[config.mk]
export PLATFORM = sky130hd
export DESIGN_NAME = conv_window_gen_flat
export DESIGN_NICKNAME = d
export VERILOG_FILES = /design/src/rtl/conv_window_gen_if.sv /design/src/rtl/conv_window_gen.sv /design/src/flat_wrapper.sv
export SDC_FILE = /design/constraint.sdc
export NUM_CORES = 2
export LEC_CHECK = 0
export BUFFER_PORTS_ARGS = -buffer_cell sky130_fd_sc_hd__buf_2
export CORE_MARGIN = 1.5
export CORE_UTILIZATION = 55
export DETAILED_ROUTE_END_ITERATION = 10
export GPL_TIMING_DRIVEN = 0
export PLACE_DENSITY = 0.75
export SYNTH_ARGS = -nofsm -noshare
export SYNTH_HDL_FRONTEND = slang
export SYNTH_SLANG_ARGS = --single-unit
[constraint.sdc]
create_clock -name clk -period 4.5 [get_ports clk]
set_input_delay 0.675 -clock clk [delete_from_list [all_inputs] [get_ports clk]]
set_output_delay 0.675 -clock clk [all_outputs]
set_load 0.02 [all_outputs]
[src/rtl/conv_window_gen_if.sv]
// Pixel-in / window-out handshake bundle for conv_window_gen.
// win_idx exists only when CONV_WINDOW_GEN_IDX_EN is defined.
interface conv_window_gen_if #(
  parameter int IntSize = 8,
  parameter int K       = 5
);
  logic [IntSize-1:0]     pix_data;
  logic                   pix_valid;
  logic                   pix_sof;
  logic                   pix_ready;
  logic [K*K*IntSize-1:0] win_data;
  logic                   win_valid;
  logic                   win_ready;
  logic                   frame_done;
`ifdef CONV_WINDOW_GEN_IDX_EN
  logic [9:0]             win_idx;

  modport master (output pix_data, pix_valid, pix_sof, win_ready,
                  input  pix_ready, win_data, win_valid, frame_done, win_idx);
  modport slave  (input  pix_data, pix_valid, pix_sof, win_ready,
                  output pix_ready, win_data, win_valid, frame_done, win_idx);
`else
  modport master (output pix_data, pix_valid, pix_sof, win_ready,
                  input  pix_ready, win_data, win_valid, frame_done);
  modport slave  (input  pix_data, pix_valid, pix_sof, win_ready,
                  output pix_ready, win_data, win_valid, frame_done);
`endif
endinterface

[src/rtl/conv_window_gen.sv]
// Raster-order KxK sliding-window generator; window out 1 cycle after its bottom-right pixel,
// single output register so pix_ready drops while a window is stalled. CONV_WINDOW_GEN_IDX_EN adds win_idx.
module conv_window_gen #(
  parameter int IMG_W   = 28,
  parameter int IMG_H   = 28,
  parameter int K       = 5,
  parameter int IntSize = 8
) (
  input logic             clk,
  input logic             rst,
  conv_window_gen_if.slave bus
);
  localparam int CW = $clog2(IMG_W);
  localparam int RW = $clog2(IMG_H);

  logic [CW-1:0]          col_q, col_d, eff_col;
  logic [RW-1:0]          row_q, row_d, eff_row;
  logic                   pix_ready, pix_acc, emit, last_pix;
  logic [IntSize-1:0]     lb_q  [K-1][IMG_W];
  logic [IntSize-1:0]     col_new [K];
  logic [IntSize-1:0]     win_q [K][K];
  logic [IntSize-1:0]     win_d [K][K];
  logic [K*K*IntSize-1:0] win_pack, win_data_q;
  logic                   win_valid_q, win_valid_d, win_last_q, frame_done_q;

  assign pix_ready = !win_valid_q || bus.win_ready;
  assign pix_acc   = bus.pix_valid && pix_ready;

  // A start-of-frame pixel is (0,0) regardless of where the counters were.
  assign eff_col  = bus.pix_sof ? '0 : col_q;
  assign eff_row  = bus.pix_sof ? '0 : row_q;
  assign emit     = pix_acc && (eff_row >= RW'(K-1)) && (eff_col >= CW'(K-1));
  assign last_pix = (eff_row == RW'(IMG_H-1)) && (eff_col == CW'(IMG_W-1));

  always_comb begin
    col_d = col_q;
    row_d = row_q;
    if (pix_acc) begin
      if (eff_col == CW'(IMG_W-1)) begin
        col_d = '0;
        row_d = (eff_row == RW'(IMG_H-1)) ? '0 : eff_row + 1'b1;
      end else begin
        col_d = eff_col + 1'b1;
        row_d = eff_row;
      end
    end
  end

  // Incoming column: the K-1 buffered rows above this pixel (oldest first), then the pixel itself.
  always_comb begin
    for (int r = 0; r < K-1; r++) col_new[r] = lb_q[r][eff_col];
    col_new[K-1] = bus.pix_data;
    for (int r = 0; r < K; r++) begin
      for (int c = 0; c < K-1; c++) win_d[r][c] = win_q[r][c+1];
      win_d[r][K-1] = col_new[r];
    end
  end

  always_comb begin
    win_pack = '0;
    for (int r = 0; r < K; r++)
      for (int c = 0; c < K; c++)
        win_pack[(r*K+c)*IntSize +: IntSize] = win_d[r][c];
  end

  assign win_valid_d = emit || (win_valid_q && !bus.win_ready);

  always_ff @(posedge clk) begin
    if (pix_acc) begin
      for (int r = 0; r < K-2; r++) lb_q[r][eff_col] <= lb_q[r+1][eff_col];
      lb_q[K-2][eff_col] <= bus.pix_data;
    end
  end

  always_ff @(posedge clk) begin
    if (rst) begin
      col_q        <= '0;
      row_q        <= '0;
      win_q        <= '{default: '0};
      win_data_q   <= '0;
      win_valid_q  <= 1'b0;
      win_last_q   <= 1'b0;
      frame_done_q <= 1'b0;
    end else begin
      col_q        <= col_d;
      row_q        <= row_d;
      win_valid_q  <= win_valid_d;
      frame_done_q <= win_valid_q && bus.win_ready && win_last_q;
      if (pix_acc) win_q <= win_d;
      if (emit) begin
        win_data_q <= win_pack;
        win_last_q <= last_pix;
      end
    end
  end

`ifdef CONV_WINDOW_GEN_IDX_EN
  logic [9:0] win_idx_q;

  always_ff @(posedge clk) begin
    if (rst) begin
      win_idx_q <= '0;
    end else if (emit) begin
      win_idx_q <= 10'((int'(eff_row) - (K-1)) * (IMG_W-K+1) + (int'(eff_col) - (K-1)));
    end
  end

  assign bus.win_idx = win_idx_q;
`endif

  assign bus.pix_ready  = pix_ready;
  assign bus.win_data   = win_data_q;
  assign bus.win_valid  = win_valid_q;
  assign bus.frame_done = frame_done_q;
endmodule

[src/flat_wrapper.sv]
// flat-port wrapper written by rule: the top's interface ports become plain ports
module conv_window_gen_flat 
#(
  parameter int IMG_W   = 28,
  parameter int IMG_H   = 28,
  parameter int K       = 5,
  parameter int IntSize = 8
)
  (clk, rst, bus_pix_data, bus_pix_valid, bus_pix_sof, bus_win_ready, bus_pix_ready, bus_win_data, bus_win_valid, bus_frame_done);
  conv_window_gen_if #(.IntSize(IntSize), .K(K)) bus_i ();
  input logic clk;
  input logic rst;
  input wire logic [$bits(bus_i.pix_data)-1:0] bus_pix_data;
  input wire logic [$bits(bus_i.pix_valid)-1:0] bus_pix_valid;
  input wire logic [$bits(bus_i.pix_sof)-1:0] bus_pix_sof;
  input wire logic [$bits(bus_i.win_ready)-1:0] bus_win_ready;
  output wire logic [$bits(bus_i.pix_ready)-1:0] bus_pix_ready;
  output wire logic [$bits(bus_i.win_data)-1:0] bus_win_data;
  output wire logic [$bits(bus_i.win_valid)-1:0] bus_win_valid;
  output wire logic [$bits(bus_i.frame_done)-1:0] bus_frame_done;
  assign bus_i.pix_data = bus_pix_data;
  assign bus_i.pix_valid = bus_pix_valid;
  assign bus_i.pix_sof = bus_pix_sof;
  assign bus_i.win_ready = bus_win_ready;
  assign bus_pix_ready = bus_i.pix_ready;
  assign bus_win_data = bus_i.win_data;
  assign bus_win_valid = bus_i.win_valid;
  assign bus_frame_done = bus_i.frame_done;
  conv_window_gen #(.IMG_W(IMG_W), .IMG_H(IMG_H), .K(K), .IntSize(IntSize)) u_core (.clk(clk), .rst(rst), .bus(bus_i));
endmodule
## Word-level counts from Yosys, hierarchy flattened

Memory sizes are Yosys's and may differ from the RTL's.
Cells that the tools add are included.

- $add $sub $neg: 2
- Mux-type cells: 21
- Equal/unequal tests: 2
- Reductions and logical operators: 12
- $lt $le $gt $ge: 4
- Bitwise gates (word level): 1

Operators with widths:

| kind | count |
|---|---|
| 224-bit 2-to-1 mux | 1 |
| 8-bit binary-select mux with 5-bit select | 4 |
| 8-bit 2-to-1 mux | 9 |
| 8-bit demux with 5-bit select | 1 |
| 5-bit 2-to-1 mux | 5 |
| 5-bit by 1-bit adder with 5-bit output, second input constant | 2 |
| 5-bit equality test, second input constant | 2 |
| 5-bit by 3-bit >= comparator with 1-bit output, second input constant | 2 |
| 1-bit logical AND | 8 |
| 6-bit >= comparator, second input constant | 1 |
| 6-bit by 1-bit less-than comparator with 1-bit output, second input constant | 1 |
| 5-bit NOT with 6-bit output | 1 |
| 1-bit zero test | 2 |
| 1-bit logical OR | 2 |
| 1-bit 2-to-1 mux | 1 |

- Memories: 1
- Register bits after elaboration: 373
- RAM bits: 896
- Output and inout bits: 203
- Input port bits: 13
- Word-level logic and storage cells: 69

Memories:

| name | words | width | rd ports | clocked after memory_dff | wr ports | RTL line | source |
|---|---|---|---|---|---|---|---|
| u_core.lb_q | 4 | 224 | 4 | 0 | 4 | conv_window_gen.sv:19 | `logic [IntSize-1:0] lb_q [K-1][IMG_W];` |

## Depth between registers and ports, before layout

- Word-level depth: 7
- Mapped depth: 11

## Worst setup path after synthesis

OpenSTA, ideal clock, no wires.

- Path kind: input port to flip-flop
- Start: input bus_win_ready
- End: memory u_core.lb_q[0][104] in the netlist's numbering, enable pin
- Stages on the path: 7
- Arrival: 4.173 ns
- Path slack: -0.134 ns
- Path through: nand2b_1 and2_1 clkbuf_1 clkbuf_1 clkbuf_1 nand2_1 nor3_1

RTL lines:

| what | RTL line | source |
|---|---|---|
| from (decl) | flat_wrapper.sv:16 | `input wire logic [$bits(bus_i.win_ready)-1:0] bus_win_ready;` |
| to (decl) | conv_window_gen.sv:19 |  |

==> impl_metrics.json <==
{
  "rsz0062_at_grt": "no",
  "synth_enable_flop_cells": 896,
  "cpPeakStageDelay_ns": 1.11,
  "dieHeight_um": 300,
  "cp_data_arrival_time_ns": 4.73,
  "timing.critical_path.max_delay_family": "buffers and inverters",
  "synth-seq-area-share_pct": 71.1,
  "final_common_cell": "sky130_fd_sc_hd__edfxtp_1",
  "min_period_over_period_pct": 99.7,
  "endpoint_kind": "flip-flop",
  "period_needed_ns": 4.49,
  "cts_setup_buffers": 0,
  "power.density_mw_per_mm2": 433,
  "vdd_drop_max_v": 0.000381,
  "vias": 32300,
  "yosysWarningCount": 0,
  "route.detailed.wl_per_inst_um": 26.8,
  "cts_hold_repair.buffers": 0,
  "synth_top_flop_cell": "sky130_fd_sc_hd__edfxtp_1",
  "place.gp.congestion": 0.931,
  "cts_num_sinks": 1269,
  "place.port_buffers": 214,
  "max_clock_freq_ghz": 0.223,
  "synth.top_cells.by_area": "sky130_fd_sc_hd__edfxtp_1, sky130_fd_sc_hd__dfxtp_1, sky130_fd_sc_hd__nand2_1, sky130_fd_sc_hd__mux4_2, sky130_fd_sc_hd__a21oi_1",
  "cts.path.max_buffers": 3,
  "drt_pre_antenna_iters": 7,
  "fp.dieArea_mm2": 0.0897,
  "timing_max_transition_violations_final": 0,
  "clk_latency_ns": 0.71,
  "synth_largest_area_cell": "sky130_fd_sc_hd__edfxtp_1",
  "grt.total_usage_pct": 30.3,
  "wl_mm": 138,
  "cap_violations": 0,
  "cts_root_buf": "sky130_fd_sc_hd__clkbuf_16",
  "worst_slew_margin_rel_pct": 0.654,
  "layout.nets": 3927,
  "critical_path_buf_inv_count": 4,
  "tritoncts.num_buffers": 119,
  "worstSetupStartpointType": "flip-flop",
  "start_util_pct": 55.6,
  "worstPathCellList": "buf_6, nand2b_1, buf_4, clkbuf_1, clkbuf_1, a31oi_1, a222oi_1, nand2_2",
  "critical_path.most_common_cell": "sky130_fd_sc_hd__clkbuf_1",
  "p_leak_nw": 18.7,
  "run_status": "completed",
  "dpl.hpwl_mm": 94.6,
  "vias_in_the_first_global_route": 30800,
  "worst_ep_required_time_ns": 4.74,
  "ff2ff_setup_slack_ns": 0.01,
  "std_cell_rows": 108,
  "finalHoldViolCount": 0,
  "worst-setup-path-type": "reg2reg",
  "clock_tree_from_tritoncts": "done",
  "netlist.area_leader.share_pct": 55.6,
  "setup_viol": 0,
  "cts-htree-levels": 3,
  "drive_above_1_share_pct": 17.7,
  "netlist-cell-type-count": 74,
  "syn_area_per_cell_um2": 13.7,
  "core-area_mm2": 0.0870,
  "final.hold.worst_slack_ns": 0.260,
  "die_width_um": 300,
  "critPathMaxFanout": 28,
  "worst_slack_placed_ns": -0.407,
  "flow.area_growth_from_synthesis_pct": 15.3,
  "ff_latch_area_mm2": 0.0344,
  "final.setup.worst_slack_ns": 0.0126,
  "number_of_top_level_pins": 216,
  "layout_common_cells": "sky130_fd_sc_hd__edfxtp_1, sky130_fd_sc_hd__nand2_1, sky130_fd_sc_hd__dfxtp_1, sky130_fd_sc_hd__a21oi_1, sky130_fd_sc_hd__buf_2",
  "timing.critical_path.slowest_stage_cell": "sky130_fd_sc_hd__a222oi_1",
  "drt_first_iter_violations": 4119,
  "overflow": 0,
  "synth.cell_area_mm2": 0.0484,
  "grt_antenna_before_repair": 2,
  "remaining_drc_errors": 0,
  "clock-skew-final_ns": 0.0291,
  "first_pass_grt_wire_length_mm": 200,
  "timing_worst_slew_pin_value_ns": 1.49,
  "fillerInstances": 6219,
  "synth_register_bits": 1269,
  "area_of_the_multi_input_gates_mm2": 0.0129,
  "setup_tns_ns": 0,
  "clkSlewWorstSetupHoldPaths_ns": 0.06,
  "postSynthNetCount": 3544,
  "maximum_number_of_pins_on_one_net_before_global_route_repair": 31,
  "async_flop_share_pct": 0,
  "worst_hold_path_type": "in2reg",
  "final_antenna_net_count": 0,
  "via_density_per_instance": 6.26,
  "synthCells": 3525
}
kinds of logic (layout without fill, tap and decap cells):
| logic type | after synthesis | after routing | synth area share (%) |
|---|---|---|---|
| compound gates | 730 | 730 | 9.74 |
| simple gates | 1011 | 1011 | 9.45 |
| fa+ha+maj | 6 | 6 | 0.155 |
| flops | 1269 | 1269 | 71.1 |
| mux | 236 | 236 | 6.92 |
| other cells | 0 | 3 | 0 |
| buf+inv | 273 | 758 | 2.69 |
through the flow:
step	cells	power, mW	instance area [um2]	utilization [%]
after floorplan	3525	13.7	48400	-
after global placement	4894	14.2	50900	58.5
after detailed placement	4941	14.3	51800	59.5
after CTS	5164	24.1	55800	64.1
after global routing	5165	24.7	55800	64.1
final	5168	24.2	55800	64.1
metal layers:
layer | global-route usage [%] | wire [um]
met5 | 0.688 | 96
met4 | 12.7 | 6480
met3 | 7.98 | 16600
met2 | 48.1 | 64100
met1 | 39.7 | 51100
state kept, by name, summed over array words and instances (netlist names):
signal,cells
u_core.row_q,5
u_core.bus.win_data,200
u_core.win_last_q,1
u_core.lb_q,896
u_core.win_d,160
u_core.bus.frame_done,1
u_core.col_q,5
u_core.bus.win_valid,1
Yosys cell counts, types with 9 or more instances:
master	count
sky130_fd_sc_hd__o22ai_1	58
sky130_fd_sc_hd__o211ai_1	10
sky130_fd_sc_hd__o21ai_0	23
sky130_fd_sc_hd__edfxtp_1	896
sky130_fd_sc_hd__nand3_1	11
sky130_fd_sc_hd__nand3b_1	18
sky130_fd_sc_hd__a21oi_1	313
sky130_fd_sc_hd__and2_1	34
sky130_fd_sc_hd__a221oi_1	23
sky130_fd_sc_hd__dfxtp_1	373
sky130_fd_sc_hd__nor2b_1	41
sky130_fd_sc_hd__or4_1	11
sky130_fd_sc_hd__or2_2	12
sky130_fd_sc_hd__nor3b_1	19
sky130_fd_sc_hd__buf_2	56
sky130_fd_sc_hd__a211o_1	16
sky130_fd_sc_hd__a21o_1	15
sky130_fd_sc_hd__inv_1	15
sky130_fd_sc_hd__a311oi_1	28
sky130_fd_sc_hd__mux2_2	26
sky130_fd_sc_hd__buf_6	13
sky130_fd_sc_hd__mux2i_1	134
sky130_fd_sc_hd__o21ai_1	26
sky130_fd_sc_hd__nor3_1	15
sky130_fd_sc_hd__nand2_1	700
sky130_fd_sc_hd__a22oi_1	29
sky130_fd_sc_hd__a222oi_1	28
sky130_fd_sc_hd__a22o_1	14
sky130_fd_sc_hd__and4_1	10
sky130_fd_sc_hd__mux4_2	76
sky130_fd_sc_hd__buf_4	28
sky130_fd_sc_hd__a31oi_1	15
sky130_fd_sc_hd__clkbuf_1	151
sky130_fd_sc_hd__nor2_1	80
sky130_fd_sc_hd__a2bb2oi_1	9
sky130_fd_sc_hd__a211oi_1	93
sky130_fd_sc_hd__and3b_1	20
sky130_fd_sc_hd__a2111oi_0	9
final cells by class:
class                      count  area share (%)
antenna                        3          0.0135
clock inverter                76            1.31
inverter                      18           0.126
buffer                       255            2.20
timing repair buffer         262            3.32
sequential                  1269            61.6
clock buffer                 147            5.76
multi-input combinational   1983            23.1
tap                         1155            2.59
worst paths after layout:
check / startpoint / to / depth (start not counted)
max: u_core.col_q[1]$_SDFFE_PP0P_ / u_core.lb_q[2][207]$_DFFE_PP_ / 8
min: bus_win_ready / u_core.bus.frame_done$_SDFF_PP0_ / 2
max reg2reg: u_core.col_q[1]$_SDFFE_PP0P_ / u_core.lb_q[2][207]$_DFFE_PP_ / 8
min reg2reg: u_core.bus.win_data[184]$_SDFFE_PP0P_ / u_core.bus.win_data[184]$_SDFFE_PP0P_ / 2
repair_timing:
| item | in CTS | in global routing |
|---|---|---|
| endpoints found under the setup margin | 34 | 224 |
| pin swaps | 0 | 0 |
| resized for setup | 2 | 8 |
power by group:
group          internal (mW)  switching, mW
sequential              12.7         0.0737
clock                   5.76           4.37
combinational          0.337          0.930
Note: power is estimated with default switching activity, not from simulation.
